**src/rtl/arb_pkg.sv**
```systemverilog
// Shared types and constants for the PCI arbiter request-ordering queue.
package arb_pkg;

  localparam int N_REQ = 8;
  localparam int IDX_W = 3;
  localparam logic [N_REQ-1:0] REQ_IDLE_N = 8'hFF;

  typedef logic [IDX_W-1:0] idx_t;

  // Expand a master index into a one-hot (active-high) vector.
  function automatic logic [N_REQ-1:0] idx_to_onehot(input idx_t idx);
    logic [N_REQ-1:0] one;
    one = {{(N_REQ-1){1'b0}}, 1'b1};
    return one << idx;
  endfunction

endpackage

```
**src/rtl/lowest_bit_enc.sv**
```systemverilog
// Finds the lowest set bit of a request vector; used to pick the next master to enqueue.
module lowest_bit_enc
  import arb_pkg::*;
(
  input  logic [N_REQ-1:0] vec,
  output logic             valid,
  output idx_t             idx
);

  // Scan from the top down so the lowest set index is the last one to win.
  always_comb begin
    valid = |vec;
    idx   = '0;
    for (int i = N_REQ - 1; i >= 0; i--) begin
      if (vec[i]) begin
        idx = IDX_W'(i);
      end else begin
        idx = idx;
      end
    end
  end

endmodule

```
**src/rtl/arb_req_fifo.sv**
```systemverilog
// FIFO of requesting masters in arrival order; head presented one-hot-low to the grant decoder.
module arb_req_fifo
  import arb_pkg::*;
#(
  parameter int DEPTH = 8
) (
  input  logic             clk,
  input  logic             rst_n,
  input  logic [N_REQ-1:0] req_n,
  input  logic             pop,
  output logic [N_REQ-1:0] head_n,
  output logic             empty,
  output logic [3:0]       count,
  output logic [N_REQ-1:0] queued
);

  localparam int PTR_W = (DEPTH > 1) ? $clog2(DEPTH) : 1;

  if (DEPTH < N_REQ || DEPTH > 15) begin : g_depth_chk
    $error("arb_req_fifo: DEPTH must be in N_REQ..15");
  end

  logic [N_REQ-1:0] req_q_r;
  logic [PTR_W-1:0] wr_ptr_r;
  logic [PTR_W-1:0] rd_ptr_r;
  logic [3:0]       count_r;
  logic [N_REQ-1:0] queued_r;
  idx_t             mem_r [DEPTH];

  logic [N_REQ-1:0] cand_s;
  logic             push_s;
  logic             do_pop_s;
  idx_t             push_idx_s;
  idx_t             head_idx_s;
  logic             empty_s;

  assign cand_s     = ~req_q_r & ~queued_r;
  assign empty_s    = (count_r == 4'd0);
  assign do_pop_s   = pop & ~empty_s;
  assign head_idx_s = mem_r[rd_ptr_r];

  lowest_bit_enc u_enc (
    .vec   (cand_s),
    .valid (push_s),
    .idx   (push_idx_s)
  );

  // Input register, pointers, occupancy and storage.
  always_ff @(posedge clk or negedge rst_n) begin
    if (!rst_n) begin
      req_q_r  <= REQ_IDLE_N;
      wr_ptr_r <= '0;
      rd_ptr_r <= '0;
      count_r  <= 4'd0;
      queued_r <= '0;
      for (int i = 0; i < DEPTH; i++) begin
        mem_r[i] <= '0;
      end
    end else begin
      req_q_r <= req_n;
      if (push_s) begin
        mem_r[wr_ptr_r] <= push_idx_s;
        wr_ptr_r <= (wr_ptr_r == PTR_W'(DEPTH - 1)) ? '0 : wr_ptr_r + 1'b1;
      end else begin
        wr_ptr_r <= wr_ptr_r;
      end
      if (do_pop_s) begin
        rd_ptr_r <= (rd_ptr_r == PTR_W'(DEPTH - 1)) ? '0 : rd_ptr_r + 1'b1;
      end else begin
        rd_ptr_r <= rd_ptr_r;
      end
      // A popped head is still queued this cycle, so it can never collide with the pushed index.
      queued_r <= (queued_r | (push_s ? idx_to_onehot(push_idx_s) : '0))
                & ~(do_pop_s ? idx_to_onehot(head_idx_s) : '0);
      case ({push_s, do_pop_s})
        2'b10:   count_r <= count_r + 4'd1;
        2'b01:   count_r <= count_r - 4'd1;
        default: count_r <= count_r;
      endcase
    end
  end

  // Head decode straight from registered state.
  always_comb begin
    if (empty_s) begin
      head_n = REQ_IDLE_N;
    end else begin
      head_n = ~idx_to_onehot(head_idx_s);
    end
  end

  assign empty  = empty_s;
  assign count  = count_r;
  assign queued = queued_r;

endmodule

```
**config.mk**
```make
export PLATFORM = sky130hd
export DESIGN_NAME = arb_req_fifo
export DESIGN_NICKNAME = d
export VERILOG_FILES = /design/src/rtl/arb_pkg.sv /design/src/rtl/lowest_bit_enc.sv /design/src/rtl/arb_req_fifo.sv
export SDC_FILE = /design/constraint.sdc
export NUM_CORES = 1
export LEC_CHECK = 0
export CAP_MARGIN = 20
export CORE_MARGIN = 3
export CORE_UTILIZATION = 33
export CTS_BUF_LIST = sky130_fd_sc_hd__clkbuf_4
export DETAILED_ROUTE_END_ITERATION = 12
export PLACE_DENSITY_LB_ADDON = 0.05
export RECOVER_POWER = 25
export SLEW_MARGIN = 20
export SYNTH_ARGS = -nofsm -noshare
export SYNTH_HDL_FRONTEND = slang
export SYNTH_HIERARCHICAL = 1
export SYNTH_SLANG_ARGS = --single-unit
```
**constraint.sdc**
```tcl
create_clock -name clk -period 2.3 [get_ports clk]
set_input_delay 0.345 -clock clk [delete_from_list [all_inputs] [get_ports clk]]
set_output_delay 0.345 -clock clk [all_outputs]
set_load 0.01 [all_outputs]
```
# --- After elaboration in Yosys (flattened, before gate mapping) ---
# Cells that the tools add are included.
totals:
  word_cells: 61
  ff_bits: 50
  out_inout_bits: 21
  input_bits: 11
op_classes:
  shift: 2
  add_sub_neg: 4
  muxes: 20
  magnitude_cmp: 3
  n_bitwise: 11
  n_reduce_logical: 4
  eq_ne: 4
op_table:
  columns: ["op", "n"]
  rows:
  - ["3-bit 2-to-1 mux", 13]
  - ["8-bit inverter", 4]
  - ["24-bit bitwise mux", 1]
  - ["8-bit 2-to-1 mux", 3]
  - ["8-bit AND", 2]
  - ["1-bit by 3-bit left shift with 8-bit output, first input constant", 2]
  - ["3-bit binary-select mux with 3-bit select", 1]
  - ["3-bit demux with 3-bit select", 1]
  - ["4-bit greater-or-equal comparator, second input constant", 2]
  - ["3-bit inverter with 4-bit output", 2]
  - ["8-bit bitwise OR", 1]
  - ["4-bit case mux with 2 select lines", 1]
  - ["8-bit OR reduction", 1]
  - ["3-bit by 1-bit adder with 3-bit output, second input constant", 2]
  - ["3-bit equality test, second input constant", 2]
  - ["4-bit by 1-bit adder with 4-bit output, second input constant", 1]
  - ["4-bit logical NOT", 1]
  - ["4-bit by 1-bit less-than comparator with 1-bit output, second input constant", 1]
  - ["4-bit by 1-bit subtractor with 4-bit output, second input constant", 1]
  - ["2-bit by 1-bit equality test with 1-bit output, second input constant", 1]
  - ["2-bit equality test, second input constant", 1]
  - ["2-bit nonzero test", 1]
  - ["1-bit AND", 1]
  - ["1-bit logical AND", 1]
  - ["1-bit inverter", 1]

# --- Logic depth before layout (Yosys ltp) ---
# Gate-level depths: netlist (run 1).
logic_depth:
  ltp_word: 14
  depth_mapped: 12
  mapped_depth_nobuf: 11

# --- Cells and area by module ---
# The synthesis (run 1) kept the hierarchy.
modules_own_cells:
  columns: ["module", "area_per_inst_um2", "instances", "seq_area_each_um2", "cells_per_inst"]
  rows:
  - ["arb_req_fifo", 2372.3, 1, 1261.2, 196]
  - ["lowest_bit_enc", 81.3, 1, 0.0, 13]

# --- Worst setup path after synthesis (run 1) ---
# No wires, ideal clock.
synth_path:
  path_kind: "register to register"
  from: "register req_q_r[4]"
  to: "register count_r[2], in the netlist count[2]"
  arrival_ps: 2301
  required_ps: 2168
  stages_incl_launch_ff: 13
  setup_time_ps: 132
  synth_period_minus_slack_ps: 2433
  n_path_buf: 1
  slack_ps: -133
  path_cell_list: "dfstp_2 -> nor2_1 -> nor4_2 -> nand3_1 -> buf_1 -> inv_1 -> ha_1 -> xor2_1 -> ha_1 -> a21oi_1 -> xor2_1 -> nor2_1 -> xor2_1"
synth_between:
  elab_chain_cells: 5
  elab_cells_between_ends: 7
  cone_classes: "eq/ne (2); mux (1); bitwise (2); reduce/logical (2)"
synth_rtl:
  columns: ["element", "line_no", "source"]
  rows:
  - ["start, declared", "arb_req_fifo.sv:23", "logic [N_REQ-1:0] req_q_r;"]
  - ["start signal, assigned", "arb_req_fifo.sv:60", "req_q_r <= req_n;"]
  - ["8-bit inverter *", "arb_req_fifo.sv:37", "assign cand_s = ~req_q_r & ~queued_r;"]
  - ["8-bit AND *", "arb_req_fifo.sv:37", null]
  - ["net cand_s[4]", "arb_req_fifo.sv:30", "logic [N_REQ-1:0] cand_s;"]
  - ["8-bit OR reduction *", "lowest_bit_enc.sv:12", "valid = |vec;"]
  - ["net push_s", "arb_req_fifo.sv:31", "logic push_s;"]
  - ["2-bit by 1-bit equality test with 1-bit output / 2-bit equality test (equally long branches)", "arb_req_fifo.sv:75", "case ({push_s, do_pop_s})"]
  - ["4-bit case mux with 2 select lines / 2-bit nonzero test (equally long branches)", null, null]
  - ["end signal, assigned", "arb_req_fifo.sv:76", "2'b10: count_r <= count_r + 4'd1;"]
  - ["end signal, assigned", "arb_req_fifo.sv:77", "2'b01: count_r <= count_r - 4'd1;"]
  - ["end signal, assigned", "arb_req_fifo.sv:78", "default: count_r <= count_r;"]
  - ["end, declared", "arb_req_fifo.sv:26", "logic [3:0] count_r;"]
# The timed path passes the listed nets; every way through them passes the cells marked *.
# A chain may end at the register's enable or synchronous reset.

# --- Worst setup path in the final report (run 1) ---
layout_path:
  from: "register rd_ptr_r[0]"
  to: "output port head_n[4]"
layout_between:
  elab_chain_cells: 7
layout_rtl:
  columns: ["element", "line_no", "source"]
  rows:
  - ["start, declared", "arb_req_fifo.sv:25", "logic [PTR_W-1:0] rd_ptr_r;"]
  - ["start signal, assigned", "arb_req_fifo.sv:68", "rd_ptr_r <= (rd_ptr_r == PTR_W'(DEPTH - 1)) ? '0 : rd_ptr_r + 1'b1;"]
  - ["start signal, assigned", "arb_req_fifo.sv:70", "rd_ptr_r <= rd_ptr_r;"]
  - ["3-bit inverter with 4-bit output (not written as such)", "arb_req_fifo.sv:40", "assign head_idx_s = mem_r[rd_ptr_r];"]
  - ["3-bit binary-select mux with 3-bit select", "arb_req_fifo.sv:40", null]
  - ["3-bit 2-to-1 mux (not written as such) (2 in series)", "arb_req_fifo.sv:40", null]
  - ["1-bit by 3-bit left shift with 8-bit output", "arb_pkg.sv:14", "return one << idx;"]
  - ["8-bit inverter", "arb_req_fifo.sv:88", "head_n = ~idx_to_onehot(head_idx_s);"]
  - ["8-bit 2-to-1 mux", "arb_req_fifo.sv:85", "if (empty_s) begin"]
  - ["end, declared", "arb_req_fifo.sv:11", "output logic [N_REQ-1:0] head_n,"]
# No other way between the ends. The select of a mux whose other input is x is not followed.

==> run metrics, run 1 <==
# DRC 0; Area growth syn-to-layout 31.82%; Design Area, Final 3234 um^2; initial cell density of the core 0.3514; GRT overflow 0; number of synthesized flops with an enable pin 0; CP Data Arrival Time 2.19 ns; antenna viol nets, final 0; status complete, but fails checks; unrepaired setup endpoints after global routing yes; Leakage 1.439 nW; ys async rst share 1.000; met3 routed WL 256 um; worst hold start req_n[5]; worst path required time 1.96 ns; First-pass DRT Iterations 4; largest net degree at the start of global routing 27; Mean Syn Cell Area 11.74 um^2; f_max 394.3 MHz; CTS Root Cell clkbuf_4; Slew Limit Headroom 0.01762; Top Layer Used met4; Total GRT Usage 0.1557; fillcell total 688; Port Buffers 31; reg2reg start req_q_r[5]; Clock Latency Late Sink 0.39 ns; I/O Pins 32; RR Endpoint count[2]; Hold Path Sink req_q_r[5]; Worst Setup End Kind output pin; max_cap viols 0; WL final 6.290 mm; DPL Wire Length 4.596 mm; nets@finish 291; Longest Clk Path Bufs 2; Initial DRC Count 63; gpl congestion 0.7631; CTS tree built; Die Footprint 8505 um^2; commonest non-fill, non-tap cell in the layout dfrtp_1; peak supply drop 646.1 uV; category of the most critical setup path reg -> out; DRT met1 WL 3.084 mm; R2R Setup Slk 0.11 ns; Fin. Hold Viols 0; synthesized area 2454 um^2; die outline height 92.23 um; vias in the first global route 1,817; Max Slew Vio Count 0; register area share after synthesis 0.5140; dominant synthesized flop cell dfrtp_1; vias post-DR 1,803; final setup vio count 8; most frequent cells in the layout dfrtp_1, buf_4, mux2_2; WL/cell 17.00 um; H-Tree Depth 2; setup_tns -1.418 ns; PnR Total Power 0.003212 W; Least-Margin Pin Slew 1.474 ns; final worst slack -0.2362 ns; layout cell share with drive strength beyond 1 0.3832; Rows 30; synthesized net count 227; Die X 92.23 um; TritonCTS Buffers 5; clock-pin slew on the worst setup and hold paths 0.15 ns; dpl cell area 3062 um^2; Reg2Reg Depth 11; Setup WS pre-CTS -0.1819 ns; clock sinks 50; global-route wire length before repair 10.14 mm; initial antenna violation count 0; Pwr Density 993.0 nW/um^2; vias per cell 4.873; Setup crit start rd_ptr_r[0]; wire length on met2 2.866 mm; Core Footprint 6982 um^2; #FFs+latches synth 50; synthesized instance count 209; min-delay worst type in -> reg; Final Skew 0.01228 ns; Worst setup SP type flop; Synth Warn # 6; Final min period 2.536 ns; Crit Path Max Fanout 6; number of diodes 0; failing checks negative setup slack; Hold Path Depth 1; Final Cycle Share 1.103; Yosys cell types 40
==> area by class of cell <==
| class | count | area [um^2] | area share |
|---|---|---|---|
| sequential | 50 | 1262 | 0.3903 |
| multi-input combinational | 147 | 1224 | 0.3783 |
| timing repair buffer | 65 | 559.3 | 0.1729 |
| tap | 96 | 120.1 | 0.03714 |
| clock buffer | 6 | 45.04 | 0.01393 |
| inverter | 4 | 15.01 | 0.004642 |
| clock inverter | 2 | 8.758 | 0.002708 |
==> power by group <==
part           internal [W]  total, W  switching [W]
registers           0.00106   0.00131       0.000253
clock network      0.000128  0.000429       0.000301
logic              0.000760   0.00147       0.000709
==> sequential cells by signal, indices dropped and copies added, names as in the netlist <==
signal    flops
req_q_r       8
queued        8
mem_r        24
wr_ptr_r      3
count         4
rd_ptr_r      3
==> per-stage QoR <==
| stage | std cells | hold WS [ns] | util |
|---|---|---|---|
| 3_3_place_gp | 352 | 0.3945 | 0.4385 |
| 2_1_floorplan | 209 | 0.04941 | - |
| 4_1_cts | 367 | 0.3435 | 0.4552 |
| 6_report | 370 | 0.4809 | 0.4633 |
| 5_1_grt | 370 | 0.4758 | 0.4633 |
| 3_5_place_dp | 352 | 0.3920 | 0.4385 |
==> layer usage <==
layer | global-route usage | up-vias
met5 | 0 | -
met2 | 0.2287 | 37
met3 | 0.03692 | 9
met1 | 0.2247 | 887
li1 | - | 870
met4 | 0.05074 | 0
==> how the worst max path moves through the flow <==
| stage | endpoint | slack [ns] | cells past startpoint |
|---|---|---|---|
| finish | head_n[4] | -0.24 | 6 |
| global route | head_n[2] | -0.35 | 6 |
| CTS | head_n[4] | -0.25 | 6 |
| detailed placement | head_n[2] | -0.18 | 6 |
| global placement | head_n[2] | -0.14 | 5 |
| floorplan | count[2] | 0.03 | 10 |
==> worst max-delay path, cell delays in order, from the launching register on <==
cell     delay [ns]
dfrtp_2        0.50
mux4_2         0.57
mux2i_4        0.24
nor2b_4        0.21
buf_6          0.12
nand2_4        0.04
buf_6          0.12
==> cells in the mapped netlist (2+ instances only) <==
library cell	instances	area, um^2
inv_1	4	15.01
dfrtp_1	42	1051
dfstp_2	8	210.2
and3b_1	3	26.28
o21ai_0	8	40.04
nor2_1	17	63.81
mux4_2	4	90.09
xor2_1	4	35.03
a21oi_1	16	80.08
nand2_1	22	82.58
mux2i_4	2	45.04
nor2b_4	2	27.53
mux2i_1	3	30.03
nor2b_1	5	31.28
nand4b_1	3	26.28
nand2b_1	2	12.51
nor3_1	3	15.01
ha_1	7	87.58
clkbuf_1	6	22.52
nor3b_1	3	22.52
mux2_2	23	259.0
a31oi_1	4	25.02
==> logic make-up after synthesis <==
family                   count (synthesis)  share of synthesized area
AND/OR/NAND/NOR                         67                     0.1525
AO/OA/AOI/OAI                           36                    0.08568
adder cells (fa/ha/maj)                  7                    0.03569
XOR/XNOR                                 5                    0.01785
buffers and inverters                   12                    0.02141
multiplexers                            32                     0.1729
flip-flops                              50                     0.5140
==> repair_timing <==
item | 4_1_cts | 5_1_grt
hold buffers | 1 | 0
pin swaps | 1 | 7
hold endpoints to repair | 20 | 0
gates resized for setup | 45 | 8
setup endpoints to repair | 8 | 10
setup buffers | 6 | 3
Power figures use the tool's default switching activity.
==> run 2, diff against run 1 <==
--- a/config.mk
+++ b/config.mk
@@ -12,7 +12,6 @@
 export DETAILED_ROUTE_END_ITERATION = 12
 export PLACE_DENSITY_LB_ADDON = 0.05
 export RECOVER_POWER = 25
-export SLEW_MARGIN = 20
 export SYNTH_ARGS = -nofsm -noshare
 export SYNTH_HDL_FRONTEND = slang
 export SYNTH_HIERARCHICAL = 1
==> results of run 2 <==
Final layout, timing and power as in run 1 (identical DEF).
==> run 3, diff against run 2 <==
--- a/config.mk
+++ b/config.mk
@@ -7,7 +7,7 @@
 export LEC_CHECK = 0
 export CAP_MARGIN = 20
 export CORE_MARGIN = 3
-export CORE_UTILIZATION = 33
+export CORE_UTILIZATION = 51
 export CTS_BUF_LIST = sky130_fd_sc_hd__clkbuf_4
 export DETAILED_ROUTE_END_ITERATION = 12
 export PLACE_DENSITY_LB_ADDON = 0.05
==> run 3 against run 2 <==
  * The flow still finishes with violations (negative setup slack)
  * Clock skew up 0.0029 ns
  * Non-clock buffer count down 4
  * Combinational power about the same
  * Sequential share of layout area up 0.63 points
  * Total power up 3.2%
  * Wire length down 5.7%
  * Register-to-register slack about the same
  * Core utilization up 24 points
  * Sequential power about the same
  * Highest routed layer unchanged
==> run metrics, run 3 (same netlist as run 1, synthesis figures left out) <==
status complete, but fails checks; failing checks negative setup slack; Least-Margin Pin Slew 1.395 ns; Final Skew 0.01521 ns; clock-pin slew on the worst setup and hold paths 0.14 ns; # DRC 0; final std cells w/o fill 322; antenna viol nets, final 0; WL final 5.929 mm; Largest Register mem_r; Worst setup SP type flop; vias post-DR 1,890; CTS tree built; Core Footprint 4504 um^2; Layout Utilization 0.7067; unrepaired setup endpoints after global routing yes; GRT overflow 0; largest net degree at the start of global routing 26; Final Cycle Share 1.077; Slew Limit Headroom 0.06989; vias per cell 5.870; CP Data Arrival Time 2.13 ns; number of diodes 0; CP Buf/Inv Count 2; clock sinks 50; combinational share of power 0.453; CTS Root Cell clkbuf_4; f_max 403.5 MHz; I/O Pins 32; final setup vio count 8; nets@finish 287; Rows 24; Crit Path Max Fanout 6; First-pass DRT Iterations 4; Top Layer Used met4; gpl congestion 0.8572; Pwr Density 1042 nW/um^2; global-route wire length before repair 9.556 mm; sw frac 0.3756; Port Buffers 31; Leakage 1.418 nW; Min Hold Slack 0.5020 ns; DPL Wire Length 4.190 mm; max reg flops 24; WL/cell 18.41 um; fillcell total 321; vias in the first global route 1,975; CP Cell Sequence mux4_2 > mux2i_4 > buf_6 > and2_4 > nand2_1 > buf_2; DRT met1 WL 2.479 mm; initial antenna violation count 0; min-delay worst type reg -> reg; Die X 75.36 um; Area growth syn-to-layout 29.73%; peak supply drop 685.0 uV; Sw Pwr 0.001245 W; Cells after DPL 303; layout cell share with drive strength beyond 1 0.3852; Worst Setup End Kind output pin; max_cap viols 0; Reg power frac 0.394; TritonCTS Buffers 5; initial cell density of the core 0.5447; CP delay by family, top multiplexers; most frequent cells in the layout dfrtp_1, buf_4, mux2_2; commonest non-fill, non-tap cell in the layout dfrtp_1; met3 routed WL 316 um; Max Slew Vio Count 0; die outline height 75.36 um; Die Footprint 5679 um^2; Total GRT Usage 0.2293; Final min period 2.478 ns; H-Tree Depth 2; Initial DRC Count 103; slowest stage delay, CP 0.55 ns; Longest Clk Path Bufs 2; Worst path slowest cell mux4_2; final worst slack -0.1782 ns; worst path required time 1.96 ns; Pint 0.002070 W; Fin. Hold Viols 0; PnR Total Power 0.003316 W; wire length on met2 2.984 mm; category of the most critical setup path reg -> out; clock group share of total power 0.153; Clock Latency Late Sink 0.37 ns
-- run 3: cell types whose count changed in the layout (fill, tap and decap cells not counted), sizes merged --
cell | previous run | this run
clkinv | 2 | 0
bufinv | 0 | 1
buf | 41 | 37
clkinvlp | 0 | 1
-- run 3: final cells by class --
type                            count  area (um^2)  area share
Tap cell                           52        65.06     0.02044
Clock buffer                        6        45.04     0.01415
Clock inverter                      2        37.54     0.01179
Sequential cell                    50         1262      0.3966
Timing Repair Buffer               61        523.0      0.1643
Multi-Input combinational cell    147         1235      0.3880
Inverter                            4        15.01    0.004717
-- run 3: worst paths after layout --
| path | startpoint | to | slack, ns | cells past startpoint |
|---|---|---|---|---|
| worst min-delay path | mem_r[4] | mem_r[4] | 0.50 | 2 |
| worst min register to register | mem_r[4] | mem_r[4] | 0.50 | 2 |
| max in group asynchronous | rst_n | mem_r[6] | 0.59 | 3 |
| worst max register to register | queued[7] | count[2] | 0.11 | 11 |
| min in group asynchronous | rst_n | mem_r[8] | 0.81 | 2 |
| worst max-delay path | rd_ptr_r[0] | head_n[0] | -0.18 | 6 |
-- run 3: worst min-delay path, cell delays in order, from the launching register on --
cell and delay, ns:
dfrtp_1 0.37, nand2_1 0.04, o21ai_0 0.06
-- run 3: power by group through the flow --
stage	clock network [W]	logic, W	registers (W)
final	0.000508	0.00150	0.00130
after global routing	0.000560	0.00163	0.00133
after CTS	0.000525	0.00142	0.00130
after detailed placement	0	0.00138	0.00131
after global placement	0	0.00132	0.00130
after floorplan	0	0.000911	0.00123
-- run 3: what timing repair did --
action                     in CTS  in global routing
resized for setup              44                 14
hold endpoints to repair       15                  0
cloned                          0                  0
setup endpoints to repair       8                  9
setup buffers                   8                  2
hold buffers                    1                  0
pin swaps                       0                  6
-- run 3: metal layers --
layer / track usage / vias up
met4: 0.1107 / 0
met3: 0.05805 / 16
li1: - / 864
met5: 0 / -
met1: 0.2687 / 944
met2: 0.3921 / 66
-- run 3: per-stage QoR --
stage                     TNS [ns]  worst slack, ns  area (um^2)
after floorplan                  0          0.03085         2477
after global placement     -0.5747         -0.08584         2949
after detailed placement   -0.7841          -0.1161         2949
after CTS                   -1.116          -0.1768         3127
after global routing        -2.110          -0.2932         3183
final                       -1.018          -0.1782         3183
